File: src/rtl/id_stage_ctrl.sv
// id_stage_ctrl: decode-stage holding register and ID->EX pipeline register.
// The ID register holds one fetched instruction. Its state is EMPTY or FULL.
// It hands the instruction on to the EX register through a valid/ready handshake.
// While ID is full, it drives imm_type to the external immediate generator.
// The generator's result (imm_in) is captured into EX together with the instruction.
// Optional feature: define LOAD_USE_HAZARD_EN to build the load-use hazard detector.
// That detector holds a dependent instruction in ID for exactly one bubble.
// When the macro is left undefined, hazard is tied to 0 and no comparators exist.
module id_stage_ctrl (
  input  logic        clk,
  input  logic        rst_n,
  input  logic        if_valid,
  input  logic [31:0] if_inst,
  input  logic [31:0] if_pc,
  output logic        id_ready,
  output logic [2:0]  imm_type,
  input  logic [31:0] imm_in,
  input  logic        flush,
  input  logic        ex_ready,
  output logic        ex_valid,
  output logic [31:0] ex_inst,
  output logic [31:0] ex_pc,
  output logic [31:0] ex_imm,
  output logic [4:0]  ex_rd,
  output logic        ex_is_load
);

  // RV32 major opcodes that select an immediate format
  localparam logic [6:0] OP_IMM    = 7'b0010011;
  localparam logic [6:0] OP_LOAD   = 7'b0000011;
  localparam logic [6:0] OP_JALR   = 7'b1100111;
  localparam logic [6:0] OP_STORE  = 7'b0100011;
  localparam logic [6:0] OP_BRANCH = 7'b1100011;
  localparam logic [6:0] OP_LUI    = 7'b0110111;
  localparam logic [6:0] OP_AUIPC  = 7'b0010111;
  localparam logic [6:0] OP_JAL    = 7'b1101111;
  localparam logic [6:0] OP_REG    = 7'b0110011;

  // immediate format codes presented to the immediate generator
  localparam logic [2:0] IMM_I    = 3'b000;
  localparam logic [2:0] IMM_S    = 3'b001;
  localparam logic [2:0] IMM_B    = 3'b010;
  localparam logic [2:0] IMM_U    = 3'b011;
  localparam logic [2:0] IMM_J    = 3'b100;
  localparam logic [2:0] IMM_NONE = 3'b111;

  typedef enum logic {
    ID_EMPTY = 1'b0,
    ID_FULL  = 1'b1
  } id_state_e;

  id_state_e   state_q, state_d;
  logic [31:0] id_inst_q, id_inst_d;
  logic [31:0] id_pc_q, id_pc_d;

  logic        ex_valid_q, ex_valid_d;
  logic [31:0] ex_inst_q, ex_inst_d;
  logic [31:0] ex_pc_q, ex_pc_d;
  logic [31:0] ex_imm_q, ex_imm_d;
  logic [4:0]  ex_rd_q, ex_rd_d;
  logic        ex_is_load_q, ex_is_load_d;

  logic [6:0]  id_opcode;
  logic        id_full;
  logic        hazard;
  logic        ex_free;
  logic        advance;
  logic        capture;

  assign id_opcode = id_inst_q[6:0];
  assign id_full   = (state_q == ID_FULL);

  // Immediate format decode of the held ID instruction; an empty ID reports "none"
  always_comb begin
    imm_type = IMM_NONE;
    if (id_full) begin
      case (id_opcode)
        OP_IMM, OP_LOAD, OP_JALR: imm_type = IMM_I;
        OP_STORE:                 imm_type = IMM_S;
        OP_BRANCH:                imm_type = IMM_B;
        OP_LUI, OP_AUIPC:         imm_type = IMM_U;
        OP_JAL:                   imm_type = IMM_J;
        default:                  imm_type = IMM_NONE;
      endcase
    end
  end

`ifdef LOAD_USE_HAZARD_EN
  logic uses_rs1;
  logic uses_rs2;
  logic rs1_match;
  logic rs2_match;

  // Load-use detection: the instruction in ID reads the register that the valid load in EX writes.
  // Once the bubble is inserted, ex_valid drops and the hazard clears by itself, so exactly one bubble results.
  always_comb begin
    uses_rs1  = (imm_type != IMM_U) && (imm_type != IMM_J);
    uses_rs2  = (imm_type == IMM_S) || (imm_type == IMM_B) || (id_opcode == OP_REG);
    rs1_match = uses_rs1 && (id_inst_q[19:15] == ex_rd_q);
    rs2_match = uses_rs2 && (id_inst_q[24:20] == ex_rd_q);
    hazard    = id_full && ex_valid_q && ex_is_load_q && (ex_rd_q != 5'd0) &&
                (rs1_match || rs2_match);
  end
`else
  assign hazard = 1'b0;
`endif

  // Handshake terms: EX can take a new bundle when empty or draining, and flush overrides everything
  always_comb begin
    ex_free  = !ex_valid_q || ex_ready;
    advance  = id_full && ex_free && !hazard && !flush;
    id_ready = !flush && (!id_full || advance);
    capture  = if_valid && id_ready;
  end

  // ID next state: flush empties the register; a capture refills it (even while it is advancing); an advance alone drains it
  always_comb begin
    state_d   = state_q;
    id_inst_d = id_inst_q;
    id_pc_d   = id_pc_q;
    if (flush) begin
      state_d = ID_EMPTY;
    end else if (capture) begin
      state_d   = ID_FULL;
      id_inst_d = if_inst;
      id_pc_d   = if_pc;
    end else if (advance) begin
      state_d = ID_EMPTY;
    end
  end

  // EX next state: only ex_valid is qualified; the data fields change only on advance
  always_comb begin
    ex_valid_d   = ex_valid_q;
    ex_inst_d    = ex_inst_q;
    ex_pc_d      = ex_pc_q;
    ex_imm_d     = ex_imm_q;
    ex_rd_d      = ex_rd_q;
    ex_is_load_d = ex_is_load_q;
    if (flush) begin
      ex_valid_d = 1'b0;
    end else if (advance) begin
      ex_valid_d   = 1'b1;
      ex_inst_d    = id_inst_q;
      ex_pc_d      = id_pc_q;
      ex_imm_d     = imm_in;
      ex_rd_d      = id_inst_q[11:7];
      ex_is_load_d = (id_opcode == OP_LOAD);
    end else if (ex_ready) begin
      ex_valid_d = 1'b0;
    end
  end

  // ID holding register
  always_ff @(posedge clk or negedge rst_n) begin
    if (!rst_n) begin
      state_q   <= ID_EMPTY;
      id_inst_q <= 32'd0;
      id_pc_q   <= 32'd0;
    end else begin
      state_q   <= state_d;
      id_inst_q <= id_inst_d;
      id_pc_q   <= id_pc_d;
    end
  end

  // EX pipeline register; the asynchronous clear keeps a reset from leaving a half-written bundle
  always_ff @(posedge clk or negedge rst_n) begin
    if (!rst_n) begin
      ex_valid_q   <= 1'b0;
      ex_inst_q    <= 32'd0;
      ex_pc_q      <= 32'd0;
      ex_imm_q     <= 32'd0;
      ex_rd_q      <= 5'd0;
      ex_is_load_q <= 1'b0;
    end else begin
      ex_valid_q   <= ex_valid_d;
      ex_inst_q    <= ex_inst_d;
      ex_pc_q      <= ex_pc_d;
      ex_imm_q     <= ex_imm_d;
      ex_rd_q      <= ex_rd_d;
      ex_is_load_q <= ex_is_load_d;
    end
  end

  assign ex_valid   = ex_valid_q;
  assign ex_inst    = ex_inst_q;
  assign ex_pc      = ex_pc_q;
  assign ex_imm     = ex_imm_q;
  assign ex_rd      = ex_rd_q;
  assign ex_is_load = ex_is_load_q;

endmodule

File: config.mk
export PLATFORM = sky130hd
export DESIGN_NAME = id_stage_ctrl
export DESIGN_NICKNAME = d
export VERILOG_FILES = /design/src/rtl/id_stage_ctrl.sv
export SDC_FILE = /design/constraint.sdc
export NUM_CORES = 1
export LEC_CHECK = 0
export ABC_CLOCK_PERIOD_IN_PS = 1600
export CAP_MARGIN = 20
export CORE_ASPECT_RATIO = 0.9
export CORE_MARGIN = 2
export CORE_UTILIZATION = 41
export CTS_CLUSTER_SIZE = 28
export DETAILED_ROUTE_END_ITERATION = 16
export PLACE_DENSITY_LB_ADDON = 0.12
export SKIP_CTS_REPAIR_TIMING = 1
export SYNTH_ARGS = -nofsm -noshare
export SYNTH_HDL_FRONTEND = slang
export SYNTH_SLANG_ARGS = --single-unit
File: constraint.sdc
create_clock -name clk -period 1.6 [get_ports clk]
set_input_delay 0.32 -clock clk [delete_from_list [all_inputs] [get_ports clk]]
set_output_delay 0.32 -clock clk [all_outputs]
set_load 0.02 [all_outputs]
==> results of run 1 <==
## state kept, by name, indices dropped and copies added (netlist names)
signal and count:
ex_is_load 1, ex_pc 32, ex_valid 1, ex_inst 32
id_pc_q 32, id_full 1, id_inst_q 32, ex_imm 32
## layout by cell type (no fill, tap or decap), types with 4 or more instances in the layout
cell               n
dfrtp_1          157
dlymetal6s2s_1   103
clkdlybuf4s50_1   99
mux2_4            97
mux2_2            64
clkbuf_16         25
buf_4             17
buf_12            16
buf_6              7
dfrtp_2            6
bufinv_16          4
## per-layer routing
metal | wire [um] | vias up | track usage, %
li1 | - | 1816 | -
met1 | 6441 | 2056 | 20.44
met2 | 7968 | 127 | 28.51
met3 | 1143 | 24 | 7.631
met4 | 270 | 0 | 7.114
met5 | 0 | - | 0
## power groups by stage
stage | Sequential [mW] | Combinational [mW] | Clock, mW
global placement | 5.53 | 3.83 | 0
global route | 5.69 | 4.53 | 4.52
finish | 5.57 | 4.31 | 4.24
CTS | 5.52 | 3.90 | 4.32
floorplan | 6.35 | 0.994 | 0
detailed placement | 5.59 | 3.89 | 0
## final cells by class
type	instances	area share [%]
multi-input combinational	183	22.82
clock buffer	20	4.205
inverter	3	0.1084
tap	198	2.386
sequential	163	39.35
timing repair buffer	254	29.39
clock inverter	12	1.735
## logic make-up after synthesis
kind of cell / Yosys count
DFF: 163
muxes: 161
buffers and inverters: 25
and+or+nand+nor: 13
AOI/OAI and AO/OA: 9
## worst paths after layout
check | endpoint | from | slack [ns] | depth (start not counted)
worst min-delay path | ex_inst[11] | rst_n | 0.36 | 2
worst min register to register | ex_inst[26] | id_inst_q[26] | 0.50 | 1
worst max register to register | ex_inst[30] | ex_valid | -0.04 | 6
max in group asynchronous | ex_imm[20] | rst_n | 0.64 | 3
min in group clk | id_full | if_valid | 0.49 | 3
worst max-delay path | imm_type[1] | id_inst_q[3] | -0.21 | 3
## critical path, delay by kind of cell, from the launching register on
| family | cells | cell delay [ns] |
|---|---|---|
| AOI/OAI and AO/OA | 2 | 0.44 |
| DFF | 1 | 0.46 |
| buffers and inverters | 1 | 0.17 |
## stage by stage
step / setup TNS, ns / utilization, %
5_1_grt: -6.153 / 70.57
4_1_cts: -17.32 / 63.62
3_3_place_gp: -56.51 / 59.43
3_5_place_dp: -63.98 / 59.43
6_report: -1.548 / 70.57
2_1_floorplan: -0.1561 / -
## synth_stat cells (all sizes together)
| master | n | area [um^2] |
|---|---|---|
| dfrtp | 163 | 4079 |
| mux2 | 161 | 1813 |
| buf | 22 | 143.9 |
| a21oi | 4 | 20.02 |
| nor2 | 4 | 15.01 |
| inv | 3 | 11.26 |
| nand3b | 3 | 22.52 |
| o21ai | 3 | 15.01 |
| a2111oi | 1 | 8.760 |
| and3 | 1 | 6.260 |
| and4b | 1 | 10.01 |
| nand2 | 1 | 3.750 |
| nor2b | 1 | 8.760 |
| nor3b | 1 | 18.77 |
| nor4 | 1 | 6.260 |
| o2111ai | 1 | 8.760 |
==> results.txt, run 1 <==
max-slew violation count - 0
largest net degree at the start of global routing - 43
initial antenna violation count - 0
main combinational cell family by area after synthesis - multiplexers
post-route minimum period - 1.811 ns
Sw Pwr - 3.955 mW
worst hold slack - 0.3620 ns
pre-CTS WS - -0.4432 ns
Worst path slowest cell - dfrtp_2
Post-Synth XOR/XNOR Area - 0%
Antenna Cells - 0
switch share - 28.00%
Syn Area/Cell - 16.69 um^2
dpl hpwl - 9925 um
Tot Pwr - 14.12 mW
router iterations before antenna repair - 4
vias in the first global route - 4113
fillers - 989
Leak - 5.446 nW
Synth-to-Final Area Change - 67.72%
nets - 723
drt total wl - 15820 um
multiplexer share of the synthesized area - 29.28%
Max VDD drop - 0.0008203 V
htree depth - 4
post-synthesis compound-gate area fraction - 0.8488%
Multi-input gate area - 0.002370 mm^2
clk_lat worst skew - 0.41 ns
antenna viol nets, final - 0
Required @ worst endpoint - 1.28 ns
DR iter-0 viols - 96
first-pass GRT wire length - 21630 um
layout cells sized above 1 - 40.00%
register area share after synthesis - 65.89%
final-report hold violation count - 0
CP peak stage delay - 0.46 ns
CTS tree - built
status - finished with violations
fmax - 0.5522 GHz
Final Instance Count excl. Fillers - 833
I/O pin count - 208
Final Cycle Share - 113.2%
Mapped Area - 0.006191 mm^2
maximum root-to-sink buffer count - 2
post-DR vias/cell - 4.830
worst-path fanout max - 4
Yosys reg bits - 163
Synth Area in Simple Gates - 1.475%
full die area - 0.01610 mm^2
Mapped Cells - 371
internal power - 10.17 mW
Sequential Power Share - 39.5%
critical path arrival - 1.49 ns
post-synthesis adder-cell area fraction - 0%
violated checks - setup timing
combinational power share - 30.5%
drt wl/cell - 19.00 um
total grt overflow - 0
Starting Density - 42.07%
Final Cell Area - 0.01038 mm^2
HP Class - in -> async
GPL Wtd Cong - 0.7299
FP Rows - 42
Post-route DRC - 0
Ys Warns - 0
startpoint types - register
flip-flop and latch area - 0.004086 mm^2
crit path capture type - output pin
TritonCTS Buffers - 17
pwr dens - 1360 mW/mm^2
root buffer cell - clkbuf_16
CTS Sinks - 163
final worst slack - -0.2108 ns
placed insts - 785
Syn Nets - 472
critical path class - reg -> out
CTS clk-pin slew, worst paths - 0.06 ns
post-synth cell types - 19
Core Region - 0.01471 mm^2
All-Layer GR Usage - 17.52%
Final setup violation count - 57
area of placed instances - 0.008745 mm^2
via count - 4023
Setup Skew - 0.009129 ns
Slew @ Worst Pin - 0.3634 ns
Slew headroom - 75.78%
clock share of power - 30.0%
Port-buffer cells - 207
max_cap viols - 0
Die W - 133.5 um
worst path cell trace - a2111oi_4 -> o21ai_1 -> buf_2
Die Height - 120.6 um
RSZ-0062 raised after global routing - true
(Power assumes the default switching activity.)
==> run 2, diff against run 1 <==
Settings changed: CAP_MARGIN 20 to unset.
==> results of run 2 <==
No change in the layout: final DEF, timing and power equal those of run 1.
==> run 3, diff against run 2 <==
Settings changed: GPL_TIMING_DRIVEN set to 0.
==> results.txt, run 3 (synthesized netlist as in run 1, its figures left out) <==
status - finished with violations
violated checks - setup timing
DR iter-0 viols - 132 (+38%)
Max VDD drop - 0.001087 V (+33%)
Leak - 5.433 nW (-0.24%)
Core Region - 0.01471 mm^2 (unchanged)
Final setup violation count - 99 (+74%)
Starting Density - 42.07% (unchanged)
CTS Sinks - 163 (unchanged)
Required @ worst endpoint - 1.28 ns (about the same)
max-slew violation count - 0 (unchanged)
worst-path fanout max - 8 (+4)
GPL Wtd Cong - 0.7254 (-0.62%)
commonest cells after routing, fill and taps aside - dfrtp_1 (158), dlymetal6s2s_1 (103), clkdlybuf4s50_1 (99), mux2_4 (97), mux2_2 (64)
RR Endpoint - ex_pc[8]
RSZ-0062 raised after global routing - true
most common cell after layout, fill and taps aside - dfrtp_1
Worst R2R Start - ex_valid
crit path capture type - output pin
Die W - 133.5 um (unchanged)
via count - 3957 (-1.6%)
Port-buffer cells - 207 (unchanged)
final-report hold violation count - 0 (unchanged)
largest net degree at the start of global routing - 84 (+95%)
Die Height - 120.6 um (unchanged)
FP Rows - 42 (unchanged)
initial antenna violation count - 0 (unchanged)
All-Layer GR Usage - 17.28% (-0.24 points)
flip-flop and latch area - 0.004085 mm^2 (about the same)
critical path arrival - 1.49 ns (about the same)
max_cap viols - 0 (unchanged)
critical path class - reg -> out
Hold Crit Endpoint - ex_pc[11]
worst hold path stage count - 1
dpl hpwl - 9518 um (-4.1%)
layout cells sized above 1 - 39.75% (-0.25 points)
Setup Skew - 0.007960 ns (-0.001169 ns)
I/O pin count - 208 (unchanged)
Slew @ Worst Pin - 0.7557 ns (+0.3923 ns)
drt wl/cell - 18.80 um (-1.0%)
fmax - 0.5514 GHz (-0.15%)
Antenna Cells - 0 (unchanged)
fillers - 1003 (+1.4%)
hold path startpoint - id_pc_q[11]
worst hold slack - 0.4982 ns (+0.1362 ns)
Post-route DRC - 0 (unchanged)
first-pass GRT wire length - 21180 um (-2.1%)
antenna viol nets, final - 0 (unchanged)
vias in the first global route - 3989 (-3.0%)
post-DR vias/cell - 4.756 (-1.5%)
root buffer cell - clkbuf_16
clk_lat worst skew - 0.41 ns (about the same)
final core occ - 70.31% (-0.26 points)
CTS tree - built
drt total wl - 15640 um (-1.2%)
Final Cell Area - 0.01035 mm^2 (-0.36%)
worst reg2reg path depth - 6 (unchanged)
Reg2Reg Setup Slack - -0.10 ns (-0.06 ns)
CTS clk-pin slew, worst paths - 0.06 ns (about the same)
pwr dens - 1359 mW/mm^2 (-0.10%)
area of placed instances - 0.008549 mm^2 (-2.2%)
Slew headroom - 49.62% (-26 points)
Final Cycle Share - 113.3% (+0.17 points)
Multi-input gate area - 0.002370 mm^2 (unchanged)
htree depth - 4 (unchanged)
maximum root-to-sink buffer count - 2 (unchanged)
startpoint types - register
total grt overflow - 0 (unchanged)
router iterations before antenna repair - 4 (unchanged)
nets - 722 (-0.14%)
final worst slack - -0.2135 ns (-0.002710 ns)
Synth-to-Final Area Change - 67.12%
TritonCTS Buffers - 17 (unchanged)
HP Class - reg -> reg
full die area - 0.01610 mm^2 (unchanged)
post-route minimum period - 1.814 ns (+0.002710 ns)
## run 3: cell count changes in the layout (fill, tap and decap cells not counted), sizes merged
cell / delta
clkbuf: +5
buf: -2
clkinv: -2
bufinv: -1
inv: -1
## run 3: worst max-delay path by stage
| stage | from | endpoint | slack (ns) | cells past startpoint |
|---|---|---|---|---|
| floorplan | ex_valid | ex_inst[5] | -0.005 | 5 |
| global placement | rst_n | ex_valid | -6.73 | 1 |
| detailed placement | ex_ready | ex_inst[1] | -0.73 | 6 |
| CTS | id_inst_q[4] | imm_type[1] | -0.71 | 3 |
| global route | id_inst_q[4] | imm_type[1] | -0.30 | 3 |
| finish | id_inst_q[4] | imm_type[1] | -0.21 | 3 |
## run 3: cell type report
cell class              count  area share, %
flip-flops and latches    163          39.48
repair buffers            232          26.53
multi-input cells         183          22.90
clock buffers              24          4.753
plain buffers              21          2.624
well taps                 198          2.394
clock inverters             8          1.197
inverters                   3         0.1088
## run 3: critical path: stages (launching register included)
cell and delay, ns:
dfrtp_2 0.47, a2111oi_4 0.35, o21ai_1 0.10, buf_2 0.17
## run 3: where the power goes
group          switching (mW)  total, mW  internal [mW]  leakage, nW
sequential              0.555       5.60           5.04         1.93
combinational            1.78       4.28           2.50         3.21
clock                    1.56       4.18           2.62        0.296
total                    3.89       14.1           10.2         5.43
## run 3: routing by layer
| layer | part of all wire (%) | vias up | GRT usage, % |
|---|---|---|---|
| met4 | 1.5 | 0 | 6.848 |
| li1 | - | 1814 | - |
| met2 | 49 | 124 | 27.32 |
| met5 | 0 | - | 0 |
| met3 | 7.1 | 17 | 7.421 |
| met1 | 43 | 2002 | 20.99 |
## run 3: per-stage QoR
stage           TNS, ns  power [mW]  setup slack, ns  std cells
5_1_grt          -11.40       14.69          -0.2963        832
6_report         -5.960       14.06          -0.2135        832
3_5_place_dp    -103.33       9.417          -0.7323        777
2_1_floorplan   -0.1561       7.339        -0.005228        371
3_3_place_gp   -1092.46       9.303           -6.728        776
4_1_cts          -53.08       13.67          -0.7113        809
